File: config.mk
export PLATFORM = sky130hd
export DESIGN_NAME = root_req_arbiter
export DESIGN_NICKNAME = d
export VERILOG_FILES = /design/src/rtl/root_req_arbiter.sv
export SDC_FILE = /design/constraint.sdc
export NUM_CORES = 1
export LEC_CHECK = 0
export BUFFER_PORTS_ARGS = -buffer_cell sky130_fd_sc_hd__buf_2
export CAP_MARGIN = 15
export CORE_MARGIN = 2
export CORE_UTILIZATION = 27
export CTS_BUF_LIST = sky130_fd_sc_hd__clkbuf_16
export DETAILED_ROUTE_END_ITERATION = 8
export GPL_TIMING_DRIVEN = 0
export SYNTH_ARGS = -nofsm -noshare
export SYNTH_HDL_FRONTEND = slang
export SYNTH_SLANG_ARGS = --single-unit
File: constraint.sdc
create_clock -name clk -period 2.1 [get_ports clk]
set_input_delay 0.525 -clock clk [delete_from_list [all_inputs] [get_ports clk]]
set_output_delay 0.525 -clock clk [all_outputs]
set_load 0.02 [all_outputs]
File: src/rtl/root_req_arbiter.sv
// Two-requester round-robin front end for a shared root engine.
// Optional engine watchdog enabled by defining ROOT_ARB_TIMEOUT_EN.
module root_req_arbiter #(
    parameter int TIMEOUT_CYC = 255
) (
    input  logic        clk,
    input  logic        rst,
    input  logic [1:0]  req_valid,
    output logic [1:0]  req_ready,
    input  logic [19:0] req_data_1,
    input  logic [5:0]  req_data_2,
    output logic [1:0]  rsp_valid,
    input  logic [1:0]  rsp_ready,
    output logic [19:0] rsp_data,
    output logic        rsp_err,
    output logic        eng_in_valid,
    output logic [9:0]  eng_in_data_1,
    output logic [2:0]  eng_in_data_2,
    input  logic        eng_out_valid,
    input  logic [19:0] eng_out_data,
    output logic        busy
);

    localparam logic [1:0] ST_IDLE  = 2'd0;
    localparam logic [1:0] ST_ISSUE = 2'd1;
    localparam logic [1:0] ST_WAIT  = 2'd2;
    localparam logic [1:0] ST_RESP  = 2'd3;

    logic [1:0]  state_q, state_d;
    logic        last_q, last_d;
    logic        gnt_q, gnt_d;
    logic [9:0]  op1_q, op1_d;
    logic [2:0]  op2_q, op2_d;
    logic [19:0] rsp_data_q, rsp_data_d;
    logic        pick;
    logic        grant_any;
    logic        eng_active;

`ifdef ROOT_ARB_TIMEOUT_EN
    localparam logic [7:0] TMO_LAST = 8'(TIMEOUT_CYC - 1);
    logic [7:0] wd_q, wd_d;
    logic       rsp_err_q, rsp_err_d;
    assign rsp_err = rsp_err_q;
`else
    logic [31:0] unused_timeout;
    assign unused_timeout = 32'(TIMEOUT_CYC);
    assign rsp_err = 1'b0;
`endif

    // Round-robin pick: the requester not granted last time wins ties
    always_comb begin
        pick = 1'b0;
        if (req_valid[~last_q]) begin
            pick = ~last_q;
        end else if (req_valid[last_q]) begin
            pick = last_q;
        end
        grant_any = (state_q == ST_IDLE) && (|req_valid) && !rst;
    end

    assign req_ready     = grant_any ? (2'b01 << pick) : 2'b00;
    assign rsp_valid     = (state_q == ST_RESP) ? (2'b01 << gnt_q) : 2'b00;
    assign eng_in_valid  = (state_q == ST_ISSUE);
    assign eng_active    = (state_q == ST_ISSUE) || (state_q == ST_WAIT);
    assign eng_in_data_1 = eng_active ? op1_q : 10'd0;
    assign eng_in_data_2 = eng_active ? op2_q : 3'd0;
    assign rsp_data      = rsp_data_q;
    assign busy          = (state_q != ST_IDLE);

    // Next-state and datapath update for the single outstanding request
    always_comb begin
        state_d    = state_q;
        last_d     = last_q;
        gnt_d      = gnt_q;
        op1_d      = op1_q;
        op2_d      = op2_q;
        rsp_data_d = rsp_data_q;
`ifdef ROOT_ARB_TIMEOUT_EN
        wd_d       = wd_q;
        rsp_err_d  = rsp_err_q;
`endif
        unique case (state_q)
            ST_IDLE: begin
                if (grant_any) begin
                    gnt_d   = pick;
                    last_d  = pick;
                    op1_d   = pick ? req_data_1[19:10] : req_data_1[9:0];
                    op2_d   = pick ? req_data_2[5:3] : req_data_2[2:0];
                    state_d = ST_ISSUE;
                end
            end
            ST_ISSUE: begin
                state_d = ST_WAIT;
`ifdef ROOT_ARB_TIMEOUT_EN
                wd_d    = 8'd0;
`endif
            end
            ST_WAIT: begin
                if (eng_out_valid) begin
                    rsp_data_d = eng_out_data;
                    state_d    = ST_RESP;
`ifdef ROOT_ARB_TIMEOUT_EN
                    rsp_err_d  = 1'b0;
                end else if (wd_q == TMO_LAST) begin
                    rsp_data_d = 20'd0;
                    rsp_err_d  = 1'b1;
                    state_d    = ST_RESP;
                end else begin
                    wd_d = wd_q + 8'd1;
`endif
                end
            end
            ST_RESP: begin
                if (rsp_ready[gnt_q]) begin
                    state_d = ST_IDLE;
                end
            end
            default: state_d = ST_IDLE;
        endcase
    end

    // State registers; reset abandons any transaction in flight
    always_ff @(posedge clk) begin
        if (rst) begin
            state_q    <= ST_IDLE;
            last_q     <= 1'b1;
            gnt_q      <= 1'b0;
            op1_q      <= 10'd0;
            op2_q      <= 3'd0;
            rsp_data_q <= 20'd0;
`ifdef ROOT_ARB_TIMEOUT_EN
            wd_q       <= 8'd0;
            rsp_err_q  <= 1'b0;
`endif
        end else begin
            state_q    <= state_d;
            last_q     <= last_d;
            gnt_q      <= gnt_d;
            op1_q      <= op1_d;
            op2_q      <= op2_d;
            rsp_data_q <= rsp_data_d;
`ifdef ROOT_ARB_TIMEOUT_EN
            wd_q       <= wd_d;
            rsp_err_q  <= rsp_err_d;
`endif
        end
    end

endmodule

==> flow_summary.ini <==
[run_status]
status = completed

[worst_setup_path]
reg2reg_to = state_q[1]
crit_fanout = 14
cp_slowest_cell = nand2_1
path_cells = buf_2 -> nand2_1 -> nand2_1 -> nor2_2 -> buf_4
reg2regPathDepth = 4
cp-end-kind = output pin
r2r_setup_slack_ns = 0.59
worstReg2RegStart = state_q[1]
worstSetupPathType = input pin to output pin
setup.worst_path.start_class = input pin
cp_common_cell = nand2_1
crit_buf_inv = 2
cpPeakStageDelay_ns = 0.37
crit_arrival_ns = 1.47
crit_required_ns = 1.57
critical_path.top_delay_family = simple AND/OR/NAND/NOR gates

[sta]
post-route-period-util = 0.952
drv_slew = 0
tns_ns = 0
rsz0062_at_grt = false
max_freq_mhz = 500
setup_violations = 0
timing.slew.headroom = 0.659
tightestPinTransition_ns = 0.511
fin_skew_ns = 0.00311
final_hold_viol_count = 0
fin_crit_ns = 2.00

[route]
post-route-drc-count = 0
dr_total_vias = 1831
dr.pass1.iters = 4
vias_per_cell = 4.68
ant_nets = 0
initialDrtViolationCount = 30
avgRoutedWirePerCell_um = 12.2
wirelength_um = 4770

[synthesis]
synth.area.mux_share = 0.0173
synthesis.area_um2 = 1740
synth_cell_type_count = 28
synth_xor_area_frac = 0
ys_seq_area_frac = 0.427
avgSynthCellArea_um2 = 7.97
postSynthCellCount = 218
synth_top_family_by_area = simple AND/OR/NAND/NOR gates
synth.ff_latch_count = 37
synth_top_cells_by_area = dfxtp_1, nand2_1, nand4b_1, a21oi_1, and2_1
synthAdderAreaFrac = 0.0360
yosysTopAreaCellShare = 0.427
synth_compound_area_frac = 0.154
ys_warn_count = 0
synth-simple-area-share = 0.301
yosysTopAreaCell = dfxtp_1
synth.net_count = 276

[grt]
grtUsageTotal = 0.136
grt_util_met2 = 0.219
grt_pass1_vias = 1696
grt_busiest_layer = met2
antenna_found_initial = 0
grt_max_degree = 20
grt_use_met3 = 0.0383
gr-total-overflow = 0
met1_usage = 0.179
grt_pass1_wl_um = 7880

[clocking]
cts_hold_buf = 0
path_clk_slew_ns = 0.05
htreeDepth = 2
cts_tree = done
clk_latency_ns = 0.27
cts_buffers = 5
root_buffer = clkbuf_16
cts_buffer_depth = 2
cts.sinks = 37

[placed_design]
port_buffers = 90
gp_congestion = 0.819
dp_hpwl_um = 3630
place_area_um2 = 2280

[power]
power_density_nw_per_um2 = 982
p_leak_nw = 1.10
irDropWorstVdd_mv = 0.377
p_total_mw = 2.41

[finish]
antenna_cells = 0
final_core_util = 0.391
final_area_um2 = 2450
drive_gt1_frac = 0.366
fin_nets = 372
syn_to_final_growth_pct = 41.4

[die]
pin_count = 93
initial_core_util = 0.277
fp.dieW_um = 84.2
num_rows = 29
fp.dieH_um = 84.2
die-area_um2 = 7090
core_area_um2 = 6280

[hold_path]
whs_path_depth = 2
min_to = rsp_data[11]
hp-start = rsp_data[11]
hp-class = register to register

[flow_run]
drv_cap = 0
per-stage QoR:
stage,cells,worst slack (ns),hold WS (ns)
final,391,0.101,0.450
after global routing,391,0.000645,0.469
after CTS,390,0.0127,0.452
after detailed placement,385,-0.122,0.444
after global placement,385,-0.0976,0.439
after floorplan,218,0.153,0.439
registers in the layout, indices dropped and copies added (netlist names):
name and flops:
gnt_q 1, op2_q 3, op1_q 10, state_q 2
last_q 1, rsp_data 20
how the worst max path moves through the flow:
| stage | slack, ns | startpoint | to | cells after the start |
|---|---|---|---|---|
| floorplan | 0.15 | state_q[0] | req_ready[1] | 7 |
| global placement | -0.1 | req_valid[0] | req_ready[1] | 6 |
| detailed placement | -0.12 | req_valid[0] | req_ready[1] | 6 |
| CTS | 0.01 | state_q[0] | req_ready[1] | 7 |
| global route | 0.0006 | state_q[0] | req_ready[1] | 7 |
| finish | 0.10 | req_valid[0] | req_ready[1] | 5 |
placed cells by master, fill, tap and decap left out, drive strengths merged:
| master | count |
|---|---|
| and3b | 1 |
| and2 | 17 |
| ha | 5 |
| a222oi | 1 |
| nand2 | 48 |
| o21bai | 1 |
| mux2i | 3 |
| nand2b | 4 |
| nand4b | 13 |
| conb | 1 |
| nand3 | 13 |
| clkinvlp | 1 |
| a21oi | 21 |
| dfxtp | 37 |
| clkbuf | 14 |
| nor2b | 1 |
| inv | 4 |
| buf | 100 |
| a31oi | 13 |
| o21ai | 11 |
| a211o | 1 |
| clkinv | 1 |
| and2b | 1 |
| nor2 | 2 |
area by class of cell:
cell class / instances / area, µm²
fillers: 677 / 3820
multi-input cells: 157 / 906
flip-flops and latches: 37 / 743
repair buffers: 95 / 493
clock buffers: 5 / 125
well taps: 77 / 96.3
plain buffers: 14 / 67.6
inverters: 4 / 16.3
clock inverters: 2 / 7.51
worst min-delay path, stage by stage, from the launching register on:
cell	delay, ns
dfxtp_1	0.30
nand2_1	0.05
a21oi_1	0.05
kinds of logic after synthesis:
kind of cell,Yosys count
AOI/OAI and AO/OA,48
adders and majority gates,5
buffers and inverters,24
DFF,37
muxes,3
other,1
and+or+nand+nor,100
layer usage:
metal,part of all wire,up-vias
li1,-,933
met4,0.0073,0
met2,0.46,63
met3,0.071,4
met1,0.46,831
met5,0,-
power by group:
| part | switching (mW) | internal [mW] | total, mW |
|---|---|---|---|
| Clock | 0.257 | 0.424 | 0.681 |
| Combinational | 0.518 | 0.350 | 0.867 |
| Sequential | 0.0512 | 0.811 | 0.862 |
| Total | 0.826 | 1.58 | 2.41 |
synth_stat cells, drive strengths merged:
| cell | n |
|---|---|
| and3b | 1 |
| mux2i | 3 |
| a21oi | 21 |
| nand2 | 48 |
| buf | 9 |
| nand2b | 4 |
| nor2 | 2 |
| nand4b | 13 |
| dfxtp | 37 |
| nor2b | 1 |
| conb | 1 |
| ha | 5 |
| a222oi | 1 |
| clkbuf | 11 |
| and2 | 17 |
| o21bai | 1 |
| o21ai | 11 |
| and2b | 1 |
| a31oi | 13 |
| nand3 | 13 |
| a211o | 1 |
| clkinvlp | 1 |
| inv | 3 |
timing repair:
action | CTS | global route
setup endpoints to repair | 12 | 3
setup buffers | 2 | 3
pin swaps | 0 | 1
gates resized for setup | 12 | 3
No activity file was read; power rests on OpenSTA's default activity.
